==> src/rtl/i2c_arb_pkg.sv <==
// -----------------------------------------------------------------------------
// i2c_arb_pkg
// Shared definitions for the I2C master arbiter: FSM state encoding and the
// address/data widths of the i2c_master_controller transaction interface.
// No ports (package).
// -----------------------------------------------------------------------------
package i2c_arb_pkg;

    localparam int   ADDR_W  = 7;
    localparam int   DATA_W  = 8;
    localparam logic RW_READ = 1'b1;

    typedef enum logic [1:0] {
        IDLE      = 2'd0,
        PUSH      = 2'd1,
        WAIT_BUSY = 2'd2,
        WAIT_DONE = 2'd3
    } arb_state_e;

endpackage

==> src/rtl/i2c_master_arbiter_rr.sv <==
// -----------------------------------------------------------------------------
// i2c_rr_arbiter
// Combinational round-robin picker. The search starts at the requester just
// above ptr_i and wraps modulo NUM_REQ, so the previous owner (ptr_i) has the
// lowest priority.
// Ports:
//   req_i    [NUM_REQ]  request vector
//   ptr_i    [IDX_W]    last owner
//   grant_o  [NUM_REQ]  one-hot winner (all zero when no request)
//   idx_o    [IDX_W]    index of the winner (0 when no request)
//   any_o               at least one request present
// -----------------------------------------------------------------------------
module i2c_rr_arbiter
    import i2c_arb_pkg::*;
#(
    parameter  int NUM_REQ = 4,
    localparam int IDX_W   = $clog2(NUM_REQ)
) (
    input  logic [NUM_REQ-1:0] req_i,
    input  logic [IDX_W-1:0]   ptr_i,
    output logic [NUM_REQ-1:0] grant_o,
    output logic [IDX_W-1:0]   idx_o,
    output logic               any_o
);

    logic             found;
    logic [IDX_W-1:0] cand;

    always_comb begin
        grant_o = '0;
        idx_o   = '0;
        found   = 1'b0;
        cand    = '0;
        // Offsets 1..NUM_REQ visit every requester once, ending on ptr_i itself.
        for (int off = 1; off <= NUM_REQ; off++) begin
            cand = IDX_W'((int'(ptr_i) + off) % NUM_REQ);
            if (!found && req_i[cand]) begin
                found         = 1'b1;
                grant_o[cand] = 1'b1;
                idx_o         = cand;
            end
        end
    end

    assign any_o = |req_i;

endmodule

==> src/rtl/i2c_master_arbiter.sv <==
// -----------------------------------------------------------------------------
// i2c_master_arbiter
// Shares one i2c_master_controller between NUM_REQ requesters, one transaction
// at a time (the master samples rw_bit live, so nothing may be queued behind
// an active transfer).
//
// Handshakes: a requester holds req_valid and a stable payload until it sees
// its one-cycle req_ready pulse; req_ready coincides with m_start. Completion
// is a one-cycle rsp_valid pulse to the owner, qualified by rsp_err/rsp_data.
//
// Ports:
//   i2c_clock_in, i2c_reset_in       clock, async active-high reset
//   req_valid/req_rw/req_addr/req_data  per-requester request and payload
//   req_ready                         accept pulse to the winner
//   rsp_valid/rsp_err/rsp_data        registered response to the owner
//   grant_id, busy                    current/last owner, not-idle flag
//   m_start/m_rw_bit/m_addr/m_data    to the master
//   m_fifo_full/m_ready/m_data_rd     from the master
// -----------------------------------------------------------------------------
module i2c_master_arbiter
    import i2c_arb_pkg::*;
#(
    parameter  int NUM_REQ       = 4,
    parameter  int START_TIMEOUT = 64,
    parameter  int DONE_TIMEOUT  = 4096,
    localparam int IDX_W         = $clog2(NUM_REQ),
    localparam int TMR_W         = $clog2(DONE_TIMEOUT)
) (
    input  logic                      i2c_clock_in,
    input  logic                      i2c_reset_in,
    input  logic [NUM_REQ-1:0]        req_valid,
    input  logic [NUM_REQ-1:0]        req_rw,
    input  logic [ADDR_W*NUM_REQ-1:0] req_addr,
    input  logic [DATA_W*NUM_REQ-1:0] req_data,
    output logic [NUM_REQ-1:0]        req_ready,
    output logic [NUM_REQ-1:0]        rsp_valid,
    output logic                      rsp_err,
    output logic [DATA_W-1:0]         rsp_data,
    output logic [IDX_W-1:0]          grant_id,
    output logic                      busy,
    output logic                      m_start,
    output logic                      m_rw_bit,
    output logic [ADDR_W-1:0]         m_addr,
    output logic [DATA_W-1:0]         m_data,
    input  logic                      m_fifo_full,
    input  logic                      m_ready,
    input  logic [DATA_W-1:0]         m_data_rd
);

    localparam logic [TMR_W-1:0]   TMR_MAX   = {TMR_W{1'b1}};
    localparam logic [TMR_W-1:0]   START_LIM = TMR_W'(START_TIMEOUT - 1);
    localparam logic [TMR_W-1:0]   DONE_LIM  = TMR_W'(DONE_TIMEOUT - 1);
    localparam logic [NUM_REQ-1:0] ONE_HOT0  = NUM_REQ'(1);

    arb_state_e          state_q, state_d;
    logic [IDX_W-1:0]    rr_ptr_q, rr_ptr_d;
    logic [IDX_W-1:0]    grant_q, grant_d;
    logic                rw_q, rw_d;
    logic [ADDR_W-1:0]   addr_q, addr_d;
    logic [DATA_W-1:0]   data_q, data_d;
    logic [TMR_W-1:0]    timer_q, timer_d;
    logic [NUM_REQ-1:0]  rsp_valid_q, rsp_valid_d;
    logic                rsp_err_q, rsp_err_d;
    logic [DATA_W-1:0]   rsp_data_q, rsp_data_d;

    logic [NUM_REQ-1:0]  win_onehot;
    logic [IDX_W-1:0]    win_idx;
    logic                win_any;
    logic                win_rw;
    logic [ADDR_W-1:0]   win_addr;
    logic [DATA_W-1:0]   win_data;
    logic [NUM_REQ-1:0]  owner_mask;

    i2c_rr_arbiter #(.NUM_REQ(NUM_REQ)) u_rr (
        .req_i   (req_valid),
        .ptr_i   (rr_ptr_q),
        .grant_o (win_onehot),
        .idx_o   (win_idx),
        .any_o   (win_any)
    );

    // One-hot payload mux for the current winner.
    always_comb begin
        win_rw   = 1'b0;
        win_addr = '0;
        win_data = '0;
        for (int i = 0; i < NUM_REQ; i++) begin
            if (win_onehot[i]) begin
                win_rw   = req_rw[i];
                win_addr = req_addr[i*ADDR_W +: ADDR_W];
                win_data = req_data[i*DATA_W +: DATA_W];
            end
        end
    end

    assign owner_mask = ONE_HOT0 << grant_q;

    always_comb begin
        state_d     = state_q;
        rr_ptr_d    = rr_ptr_q;
        grant_d     = grant_q;
        rw_d        = rw_q;
        addr_d      = addr_q;
        data_d      = data_q;
        // Saturating so a long wait can never wrap back below a limit.
        timer_d     = (timer_q == TMR_MAX) ? timer_q : timer_q + 1'b1;
        rsp_valid_d = '0;
        rsp_err_d   = 1'b0;
        rsp_data_d  = '0;

        case (state_q)
            IDLE: begin
                if (win_any && m_ready && !m_fifo_full) begin
                    grant_d = win_idx;
                    rw_d    = win_rw;
                    addr_d  = win_addr;
                    data_d  = win_data;
                    state_d = PUSH;
                end
            end
            PUSH: begin
                timer_d = '0;
                state_d = WAIT_BUSY;
            end
            WAIT_BUSY: begin
                // The master dropping ready is the proof it took the command.
                if (!m_ready) begin
                    timer_d = '0;
                    state_d = WAIT_DONE;
                end else if (timer_q == START_LIM) begin
                    rsp_valid_d = owner_mask;
                    rsp_err_d   = 1'b1;
                    rr_ptr_d    = grant_q;
                    state_d     = IDLE;
                end
            end
            WAIT_DONE: begin
                if (m_ready) begin
                    rsp_valid_d = owner_mask;
                    rsp_data_d  = (rw_q == RW_READ) ? m_data_rd : '0;
                    rr_ptr_d    = grant_q;
                    state_d     = IDLE;
                end else if (timer_q == DONE_LIM) begin
                    rsp_valid_d = owner_mask;
                    rsp_err_d   = 1'b1;
                    rr_ptr_d    = grant_q;
                    state_d     = IDLE;
                end
            end
            default: state_d = IDLE;
        endcase
    end

    always_ff @(posedge i2c_clock_in or posedge i2c_reset_in) begin
        if (i2c_reset_in) begin
            state_q     <= IDLE;
            rr_ptr_q    <= IDX_W'(NUM_REQ - 1);
            grant_q     <= '0;
            rw_q        <= 1'b0;
            addr_q      <= '0;
            data_q      <= '0;
            timer_q     <= '0;
            rsp_valid_q <= '0;
            rsp_err_q   <= 1'b0;
            rsp_data_q  <= '0;
        end else begin
            state_q     <= state_d;
            rr_ptr_q    <= rr_ptr_d;
            grant_q     <= grant_d;
            rw_q        <= rw_d;
            addr_q      <= addr_d;
            data_q      <= data_d;
            timer_q     <= timer_d;
            rsp_valid_q <= rsp_valid_d;
            rsp_err_q   <= rsp_err_d;
            rsp_data_q  <= rsp_data_d;
        end
    end

    assign req_ready = (state_q == PUSH) ? owner_mask : '0;
    assign m_start   = (state_q == PUSH);
    assign busy      = (state_q != IDLE);
    assign grant_id  = grant_q;
    assign m_rw_bit  = rw_q;
    assign m_addr    = addr_q;
    assign m_data    = data_q;
    assign rsp_valid = rsp_valid_q;
    assign rsp_err   = rsp_err_q;
    assign rsp_data  = rsp_data_q;

endmodule

==> config.mk <==
export PLATFORM = sky130hd
export DESIGN_NAME = i2c_master_arbiter
export DESIGN_NICKNAME = d
export VERILOG_FILES = /design/src/rtl/i2c_arb_pkg.sv /design/src/rtl/i2c_master_arbiter_rr.sv /design/src/rtl/i2c_master_arbiter.sv
export SDC_FILE = /design/constraint.sdc
export NUM_CORES = 1
export LEC_CHECK = 0
export CORE_UTILIZATION = 27
export CTS_CLUSTER_DIAMETER = 120
export DETAILED_ROUTE_END_ITERATION = 7
export DONT_BUFFER_PORTS = 1
export PLACE_DENSITY = 0.5
export SYNTH_ARGS = -nofsm -noshare
export SYNTH_HDL_FRONTEND = slang
export SYNTH_SLANG_ARGS = --single-unit
==> constraint.sdc <==
create_clock -name i2c_clock_in -period 3.5 [get_ports i2c_clock_in]
set_input_delay 0.7 -clock i2c_clock_in [delete_from_list [all_inputs] [get_ports i2c_clock_in]]
set_output_delay 0.7 -clock i2c_clock_in [all_outputs]
set_load 0.01 [all_outputs]
==> reports/qor.yml <==
cts-htree-levels: 2
cp-end-kind: "register"
cts.reportedPaths.clkPinSlew_ns: 0.07
via_count_of_the_first_global_routing_pass: 2688
slew_headroom_pct: 32.7
drive_above_1_share_pct: 13.0
gp_congestion: 0.773
postSynth.topFlopCell: "dfrtp_1"
clockRootBuffer: "clkbuf_16"
num_antenna_cells: 0
synth_cell_types: 56
hold_violations: 0
critPathKind: "register to register"
critPathBufInv: 1
routed_via_density: 5.36
timing.clock.skew_ns: 0.00263
cp_cell_sequence: "inv_1 > ha_1 > mux4_2 > nor3b_2 > o2bb2ai_1 > a21oi_2 > o211ai_1 > a31oi_1"
wl_mm: 8.55
crit_path_top_delay_cell: "a21oi_2"
final_min_period_over_clock_period_pct: 92.4
cts_setup_buffers: 0
clock_insertion_delay_worst_skew_ns: 0.28
netlist_instances: 335
timing.hold.worst.class: "input port to register"
drc: 0
max_slew.worst_pin.slew_ns: 1.01
synth.cell_area_mm2: 0.00318
synth.top_cell.area_share_pct: 35.4
via_count: 2533
pwr_density_cell_mw_per_mm2: 895
placement.io_buffers: 0
cts_tree: "done"
cpLargestDelayFamily: "compound AO/OA/AOI/OAI gates"
cts_buf_count: 5
synth_enable_flop_cells: 0
placement.setup.worst_slack_ns: 0.274
clock-sinks: 47
total_neg_setup_slack_ns: 0
clock_tree.buffer_depth: 2
slowest_delay_ns: 0.72
critical_path_arrival_ns: 3.45
worst_setup_path_start_kind: "register"
leakage_component_of_the_power_uw: 0.00138
finalWorstPathRequiredPeriod_ns: 3.23
share_of_flip_flops_with_an_asynchronous_set_or_reset_after_synthesis_pct: 100
netlist_top_cells_area: "dfrtp_1 (35%), ha_1 (5.5%), o211ai_2 (3.9%)"
finalHoldWorstSlack_ns: 0.517
max-vdd-ir-drop_mv: 0.414
post_synth.cell_area_avg_um2: 9.50
detailed_place.area_mm2: 0.00331
core_region_area_mm2: 0.0115
placedCellCount: 465
total_of_endpoints_with_negative_setup_slack_in_the_final_report: 0
critPathRequiredTime_ns: 3.71
final_area_mm2: 0.00349
finalNonFillerCells: 473
io-pin-count: 117
netlist_top_cells_count: "dfrtp_1 (45), nand2_1 (25), a31oi_1 (18), nor2_1 (18), nand2b_1 (17)"
synthDominantAreaCellType: "dfrtp_1"
timing_max_transition_violations_final: 0
globalRouteTotalUtil_pct: 14.3
placementRows: 39
layout-area-overhead-vs-synth_pct: 9.75
grt_start_max_net_pins: 48
grt_overflow_total: 0
die_width_um: 111
final_net_count: 423
drt-wirelength-per-cell_um: 18.1
setup_slack_ns: 0.265
dp_hpwl_mm: 6.50
yosys_warnings: 0
drt_pass1_iterations: 4
floorplan.initialDensity_pct: 27.8
synth_sequential_area_ratio_pct: 37.0
status: "finished, final reports clean"
synthMostInstantiatedCell: "dfrtp_1"
fp.dieArea_mm2: 0.0122
die-height_um: 111
antenna_violations_before_repair: 0
fmaxAchievable_mhz: 309
final_antenna_net_count: 0
first_pass_grt_wire_length_mm: 14.2
rsz_0062_raised_after_global_routing: "false"
syn-num-nets: 429
max-cap-violations: 0
critical_path.max_fanout: 16
yosys_register_bits: 47
drtIter0Drc: 97
path summary, 6_finish.rpt:
path / from / end / slack (ns) / cells past startpoint
worst max-delay path: rr_ptr_q[1]$_DFFE_PP1P_ / m_addr[1]$_DFFE_PP0P_ / 0.27 / 8
worst min-delay path: m_ready / rsp_err$_DFF_PP0_ / 0.52 / 1
worst max register to register: rr_ptr_q[1]$_DFFE_PP1P_ / m_addr[1]$_DFFE_PP0P_ / 0.27 / 8
worst min register to register: state_q[1]$_DFFE_PP0P_ / state_q[1]$_DFFE_PP0P_ / 0.55 / 1
max in group asynchronous: i2c_reset_in / m_addr[4]$_DFFE_PP0P_ / 2.35 / 1
min in group asynchronous: i2c_reset_in / rsp_data[5]$_DFF_PP0_ / 0.53 / 1
stage by stage:
step                util [%]  total power (uW)
floorplan                  -              2210
global placement        28.9              2560
detailed placement      28.9              2590
CTS                     30.4              3150
global route            30.5              3380
finish                  30.5              3130
registers in the layout, summed over array words and instances (netlist names):
register,cells
m_data,8
grant_id,2
m_rw_bit,1
timer_q,12
rsp_valid,4
state_q,2
rsp_err,1
m_addr,7
rr_ptr_q,2
rsp_data,8
timing repair:
item                       CTS  global route
setup endpoints to repair    0             4
hold buffers                 0             0
gates resized for setup      0             2
cell usage in the layout, fill, tap and decap left out, types with 5 or more instances in the layout:
cell | netlist | layout
xor2_1 | 5 | 5
nand3_1 | 6 | 6
o21bai_1 | 16 | 16
nor3_1 | 6 | 6
nand2b_1 | 17 | 17
a31oi_1 | 18 | 18
a21oi_1 | 6 | 5
nor2_1 | 18 | 18
clkbuf_16 | 0 | 5
ha_1 | 14 | 14
buf_4 | 1 | 8
o211ai_2 | 10 | 10
o211ai_1 | 6 | 6
a21boi_0 | 16 | 16
nor2b_1 | 5 | 5
and2_1 | 14 | 14
dfrtp_1 | 45 | 45
inv_1 | 8 | 7
o22ai_1 | 16 | 16
nand2_1 | 25 | 25
o21ai_0 | 8 | 8
routing by layer:
layer,vias up,global-route usage (%),routed length (um)
met4,0,4.80,153
met3,11,2.80,458
met2,80,24.7,4100
met5,-,0,0
li1,1220,-,-
met1,1222,17.8,3840
layout make-up:
type	count	area (um2)
tap	143	179
timing repair buffer	8	60.1
sequential	47	1180
clock buffer	6	129
fill	1182	7970
multi-input combinational	259	1880
inverter	8	30.0
clock inverter	2	37.5
kinds of logic after synthesis:
group	Yosys count	synth area share (%)
AND/OR/NAND/NOR	118	20.7
AO/OA/AOI/OAI	113	27.0
flip-flops	47	37.0
buffers and inverters	29	4.44
adder cells (fa/ha/maj)	14	5.50
XOR/XNOR	8	2.20
multiplexers	6	3.14
power breakdown:
group	internal (uW)	switching (uW)	leakage [uW]
sequential	706	226	0.000594
clock	338	212	0.0000771
combinational	657	989	0.000713
Note: power is estimated with default switching activity, not from simulation.
==> variant 1, RTL diff (same settings) <==
`NUM_REQ` is set to 4 in 2 places; all go to 8.
--- a/src/rtl/i2c_master_arbiter_rr.sv
+++ b/src/rtl/i2c_master_arbiter_rr.sv
@@ -13,7 +13,7 @@
 module i2c_rr_arbiter
     import i2c_arb_pkg::*;
 #(
-    parameter  int NUM_REQ = 4,
+    parameter  int NUM_REQ = 8,
     localparam int IDX_W   = $clog2(NUM_REQ)
 ) (
     input  logic [NUM_REQ-1:0] req_i,
--- a/src/rtl/i2c_master_arbiter.sv
+++ b/src/rtl/i2c_master_arbiter.sv
@@ -20,7 +20,7 @@
 module i2c_master_arbiter
     import i2c_arb_pkg::*;
 #(
-    parameter  int NUM_REQ       = 4,
+    parameter  int NUM_REQ       = 8,
     parameter  int START_TIMEOUT = 64,
     parameter  int DONE_TIMEOUT  = 4096,
     localparam int IDX_W         = $clog2(NUM_REQ),
Ports: changed (7 resized); port bits go from 117 to 194. No check against the original RTL was run, so the function may have changed too.
==> variant 1 against the unedited design <==
The run now ends with negative setup slack left; first-iteration DRC count rose to 3.1 times the old value; cell area up 100%; synthesized area is 65% higher; sequential power up 14%; count of clock-buffer cells in the layout unchanged; worst setup slack got worse by 370 ps; via count rose by 100%; wire length up 140%; core utilization grew 6.9 points; sequential cell count grew 6; power grew to 2.9 times the old value; critical endpoint is now m_addr[0]; largest cell class unchanged; highest routed layer unchanged.
==> variant 1: results (changes against the unedited design) <==
\begin{tabular}{lr}
\hline
Metric & Value \\
\hline
\multicolumn{2}{l}{\textbf{Run status}} \\
Run status & finished with violations (was finished clean) \\
Violated checks & negative setup slack \\
\multicolumn{2}{l}{\textbf{Routing}} \\
Amount of wire on met3 after detailed routing & 1210 um (was 458 um) \\
Met1 layer wirelength in the final routing & 8470 um (was 3840 um) \\
Via total after detailed routing & 5,070 (was 2,533) \\
Detail Route met2 WL & 9990 um (was 4100 um) \\
\multicolumn{2}{l}{\textbf{CTS}} \\
Post-cts resize count & 51 (was 0) \\
Clock latency at the later pin of the worst-skew pair & 310 ps (was 280 ps) \\
\multicolumn{2}{l}{\textbf{Timing}} \\
Worst relative slew slack & 48.3\% (was 32.7\%) \\
Number of failing setup endpoints in the final timing report & 16 (was 0) \\
Setup TNS after final layout & -1070 ps (was 0 ps) \\
Slack of the critical path & -103 ps (was 265 ps) \\
\multicolumn{2}{l}{\textbf{Critical path}} \\
Critical Path Fanout Max & 8 (was 16) \\
Largest stage delay on the critical path & 630 ps (was 720 ps) \\
Data arrival at the endpoint of the critical path & 3820 ps (was 3450 ps) \\
\multicolumn{2}{l}{\textbf{Synthesis}} \\
Syn\_nets & 719 (was 429) \\
Sequential element share of the synthesized area & 25.4\% (was 37.0\%) \\
Count of distinct cell types in the synthesized netlist & 78 (was 56) \\
Commonest cells in the synthesized netlist & sky130\_fd\_sc\_hd\_\_dfrtp\_1 (50), sky130\_fd\_sc\_hd\_\_nor2\_1 (41), sky130\_fd\_sc\_hd\_\_a21oi\_1 (36) (was sky130\_fd\_sc\_hd\_\_dfrtp\_1 (45), sky130\_fd\_sc\_hd\_\_nand2\_1 (25), sky130\_fd\_sc\_hd\_\_a31oi\_1 (18), sky130\_fd\_sc\_hd\_\_nor2\_1 (18), sky130\_fd\_sc\_hd\_\_nand2b\_1 (17)) \\
\multicolumn{2}{l}{\textbf{Cells and area}} \\
Share of cell area taken by flip-flops and latches & 18.8\% (was 33.7\%) \\
Share of final layout cell area taken by non-clock buffers & 17.0\% (was 1.72\%) \\
Final \#Nets & 800 (was 423) \\
Buffers outside the clock class & 120 (was 8) \\
Layout cells sized above 1 & 40.4\% (was 13.0\%) \\
Share of cell area taken by multi-input logic gates & 55.7\% (was 53.8\%) \\
Clock network share of area & 2.20\% (was 4.76\%) \\
Final sequential cell count & 53 (was 47) \\
Fillcell total & 1,921 (was 1,182) \\
\multicolumn{2}{l}{\textbf{Power}} \\
Switching Share & 48.8\% (was 45.6\%) \\
Peak supply drop & 0.529 mV (was 0.414 mV) \\
Static leakage & 0.00283 uW (was 0.00138 uW) \\
Flop pwr share & 11.6\% (was 29.8\%) \\
\multicolumn{2}{l}{\textbf{Global route}} \\
Global-route wire length before repair & 29,900 um (was 14,200 um) \\
GR Layer Usage met2 & 33.1\% (was 24.7\%) \\
\multicolumn{2}{l}{\textbf{Place}} \\
Placed wire-length estimate after detailed placement & 15,600 um (was 6500 um) \\
\hline
\end{tabular}
[variant 1: cells by family after synthesis]
family	share of synthesized area, %
AO/OA/AOI/OAI	31.2
XOR/XNOR	2.86
adder cells (fa/ha/maj)	2.86
buffers and inverters	7.97
flip-flops	25.4
multiplexers	12.1
AND/OR/NAND/NOR	17.6
[variant 1: worst register-to-register path: stages (launching register included)]
cell	delay, ps
sky130_fd_sc_hd__dfstp_2	630
sky130_fd_sc_hd__inv_8	40
sky130_fd_sc_hd__ha_4	310
sky130_fd_sc_hd__buf_8	140
sky130_fd_sc_hd__mux2_4	190
sky130_fd_sc_hd__mux2i_4	80
sky130_fd_sc_hd__a221o_2	460
sky130_fd_sc_hd__buf_6	150
sky130_fd_sc_hd__and4_4	150
sky130_fd_sc_hd__and2b_2	230
sky130_fd_sc_hd__a311oi_4	330
sky130_fd_sc_hd__buf_4	190
sky130_fd_sc_hd__clkbuf_16	150
sky130_fd_sc_hd__o22a_1	140
sky130_fd_sc_hd__a21oi_2	60
sky130_fd_sc_hd__o32ai_2	270
[variant 1: stage by stage]
step	hold WS [ps]	power, uW	area, um2	std cells
global route	436	9680	7060	901
floorplan	497	5160	5470	559
CTS	402	8630	6790	892
finish	380	9140	7060	901
global placement	520	6990	6180	860
detailed placement	529	7060	6180	860
[variant 1: worst paths after layout]
kind / slack [ps] / from / end
min in group i2c_clock_in: 520 / m_data_rd[5] / rsp_data[5]
hold reg to reg: 540 / timer_q[5] / timer_q[5]
setup reg to reg: -100 / rr_ptr_q[0] / m_addr[0]
max in group asynchronous: 2340 / i2c_reset_in / m_addr[3]
hold / removal: 380 / i2c_reset_in / rsp_valid[4]
setup / recovery: -100 / rr_ptr_q[0] / m_addr[0]
==> variant 2, RTL diff (same settings) <==
Made on the original files. The output `rsp_err` loses its register stage (`rsp_err_q` becomes a continuous assignment).
--- a/src/rtl/i2c_master_arbiter.sv
+++ b/src/rtl/i2c_master_arbiter.sv
@@ -161,7 +161,6 @@
             data_q      <= '0;
             timer_q     <= '0;
             rsp_valid_q <= '0;
-            rsp_err_q   <= 1'b0;
             rsp_data_q  <= '0;
         end else begin
             state_q     <= state_d;
@@ -172,10 +171,11 @@
             data_q      <= data_d;
             timer_q     <= timer_d;
             rsp_valid_q <= rsp_valid_d;
-            rsp_err_q   <= rsp_err_d;
             rsp_data_q  <= rsp_data_d;
         end
     end
+
+    assign rsp_err_q = rsp_err_d;
 
     assign req_ready = (state_q == PUSH) ? owner_mask : '0;
     assign m_start   = (state_q == PUSH);
Check against the original RTL: same outputs for any inputs over 10 cycles, from zero or initial values and one cycle with i2c_reset_in high; that may be too few to reach the edited logic, so the function may still have changed.
==> variant 2 against the unedited design <==
Cell area is 0.39% lower; sequential power hardly changed; synthesized area is 0.79% lower; critical path depth rose by 1; sequential cell count is 1 lower; global-route usage rose by 0.90 points; wire length grew 2.9%; worst setup slack better by 2.0 ps; via count fell by 0.67%; power up 0.41%; critical path type unchanged; critical endpoint unchanged.
==> variant 2: results (changes against the unedited design) <==
\begin{tabular}{lr}
\hline
Metric & Value \\
\hline
\multicolumn{2}{l}{\textbf{Synthesis}} \\
Syn\_nets & 428 (was 429) \\
Sequential element share of the synthesized area & 36.5\% (was 37.0\%) \\
Share of synthesized area spent on multiplexers & 3.17\% (was 3.14\%) \\
Fraction of the mapped netlist area in adder cells & 5.55\% (was 5.50\%) \\
Xor-xnor portion of the synthesized cell area & 2.22\% (was 2.20\%) \\
Synthesized area per cell & 9.46 um2 (was 9.50 um2) \\
\multicolumn{2}{l}{\textbf{Power}} \\
Static leakage & 0.00138 uW (about the same) \\
Peak supply drop & 0.407 mV (was 0.414 mV) \\
\multicolumn{2}{l}{\textbf{Place}} \\
Placed cell area & 3270 um2 (was 3310 um2) \\
DP Cell Count & 462 (was 465) \\
\multicolumn{2}{l}{\textbf{Cells and area}} \\
Final \#Nets & 422 (was 423) \\
Layout cells sized above 1 & 12.5\% (was 13.0\%) \\
\multicolumn{2}{l}{\textbf{Critical path}} \\
Data arrival at the endpoint of the critical path & 3380 ps (was 3450 ps) \\
Worst path slowest cell & sky130\_fd\_sc\_hd\_\_dfstp\_2 (was sky130\_fd\_sc\_hd\_\_a21oi\_2) \\
\multicolumn{2}{l}{\textbf{Global route}} \\
Global-route wire length before repair & 14,100 um (was 14,200 um) \\
\multicolumn{2}{l}{\textbf{Timing}} \\
Transition time of the tightest slew-check pin & 1000 ps (was 1010 ps) \\
Final setup skew & 5.20 ps (was 2.63 ps) \\
\multicolumn{2}{l}{\textbf{Run status}} \\
Run status & finished clean (unchanged) \\
\multicolumn{2}{l}{\textbf{Worst hold path}} \\
Worst hold path class & in2async (was in2reg) \\
\multicolumn{2}{l}{\textbf{Routing}} \\
Via total after detailed routing & 2,516 (was 2,533) \\
\hline
\end{tabular}
==> variant 2: cell count changes after synthesis, moves of 2 or more <==
cell,change
sky130_fd_sc_hd__and2_1,-2
sky130_fd_sc_hd__mux2_1,+2
sky130_fd_sc_hd__mux2_2,-2
sky130_fd_sc_hd__o21ai_0,-2
==> variant 2: power by group <==
part           internal (uW)  switching [uW]  leakage [uW]
Sequential               696             239      0.000580
Combinational            687            1040      0.000728
Clock                    284             198     0.0000739
Total                   1670            1470       0.00138
==> variant 2: logic make-up after synthesis <==
group / Yosys count
buffers and inverters: 30
flip-flops: 46
multiplexers: 6
AO/OA/AOI/OAI: 113
XOR/XNOR: 8
AND/OR/NAND/NOR: 117
adder cells (fa/ha/maj): 14
==> variant 2: cell type report <==
cell class	count	area, um2
timing repair buffer	8	72.6
inverter	9	33.8
sequential	46	1150
tap	143	179
fill	1228	7940
clock inverter	1	5.00
multi-input combinational	258	1890
antenna	1	2.50
clock buffer	7	143
==> variant 2: final timing paths <==
kind,cells past startpoint,to,startpoint,slack [ps]
worst max-delay path,9,m_addr[1],rr_ptr_q[0],270
worst min-delay path,1,m_data[1],i2c_reset_in,530
worst max register to register,9,m_addr[1],rr_ptr_q[0],270
worst min register to register,1,state_q[1],state_q[1],540
max in group asynchronous,1,rsp_data[7],i2c_reset_in,2350
min in group i2c_clock_in,1,state_q[1],state_q[1],540
==> variant 2: critical path, delay by kind of cell, from the launching register on <==
kind	cells	cell delay [ps]
DFF	1	710
adders and majority gates	1	410
and+or+nand+nor	2	410
AOI/OAI and AO/OA	3	770
muxes	1	410
buffers and inverters	2	390
==> variant 2: timing repair <==
item	in CTS	in global routing
buffers inserted	0	2
resized for setup	1	4
endpoints found under the setup margin	1	16
==> variant 2: metal layers <==
layer	track usage [%]	vias up	routed length (um)
li1	-	1217	-
met1	20.9	1202	3880
met2	23.9	86	4250
met3	3.06	11	519
met4	4.79	0	148
met5	0	-	0
==> variant 2: per-stage QoR <==
| step | worst slack [ps] | TNS [ps] | total power, uW |
|---|---|---|---|
| 4_1_cts | 54.6 | 0 | 3110 |
| 6_report | 267 | 0 | 3140 |
| 3_5_place_dp | -39.9 | -39.9 | 2590 |
| 2_1_floorplan | 607 | 0 | 2190 |
| 3_3_place_gp | 25.4 | 0 | 2570 |
| 5_1_grt | 34.4 | 0 | 3430 |
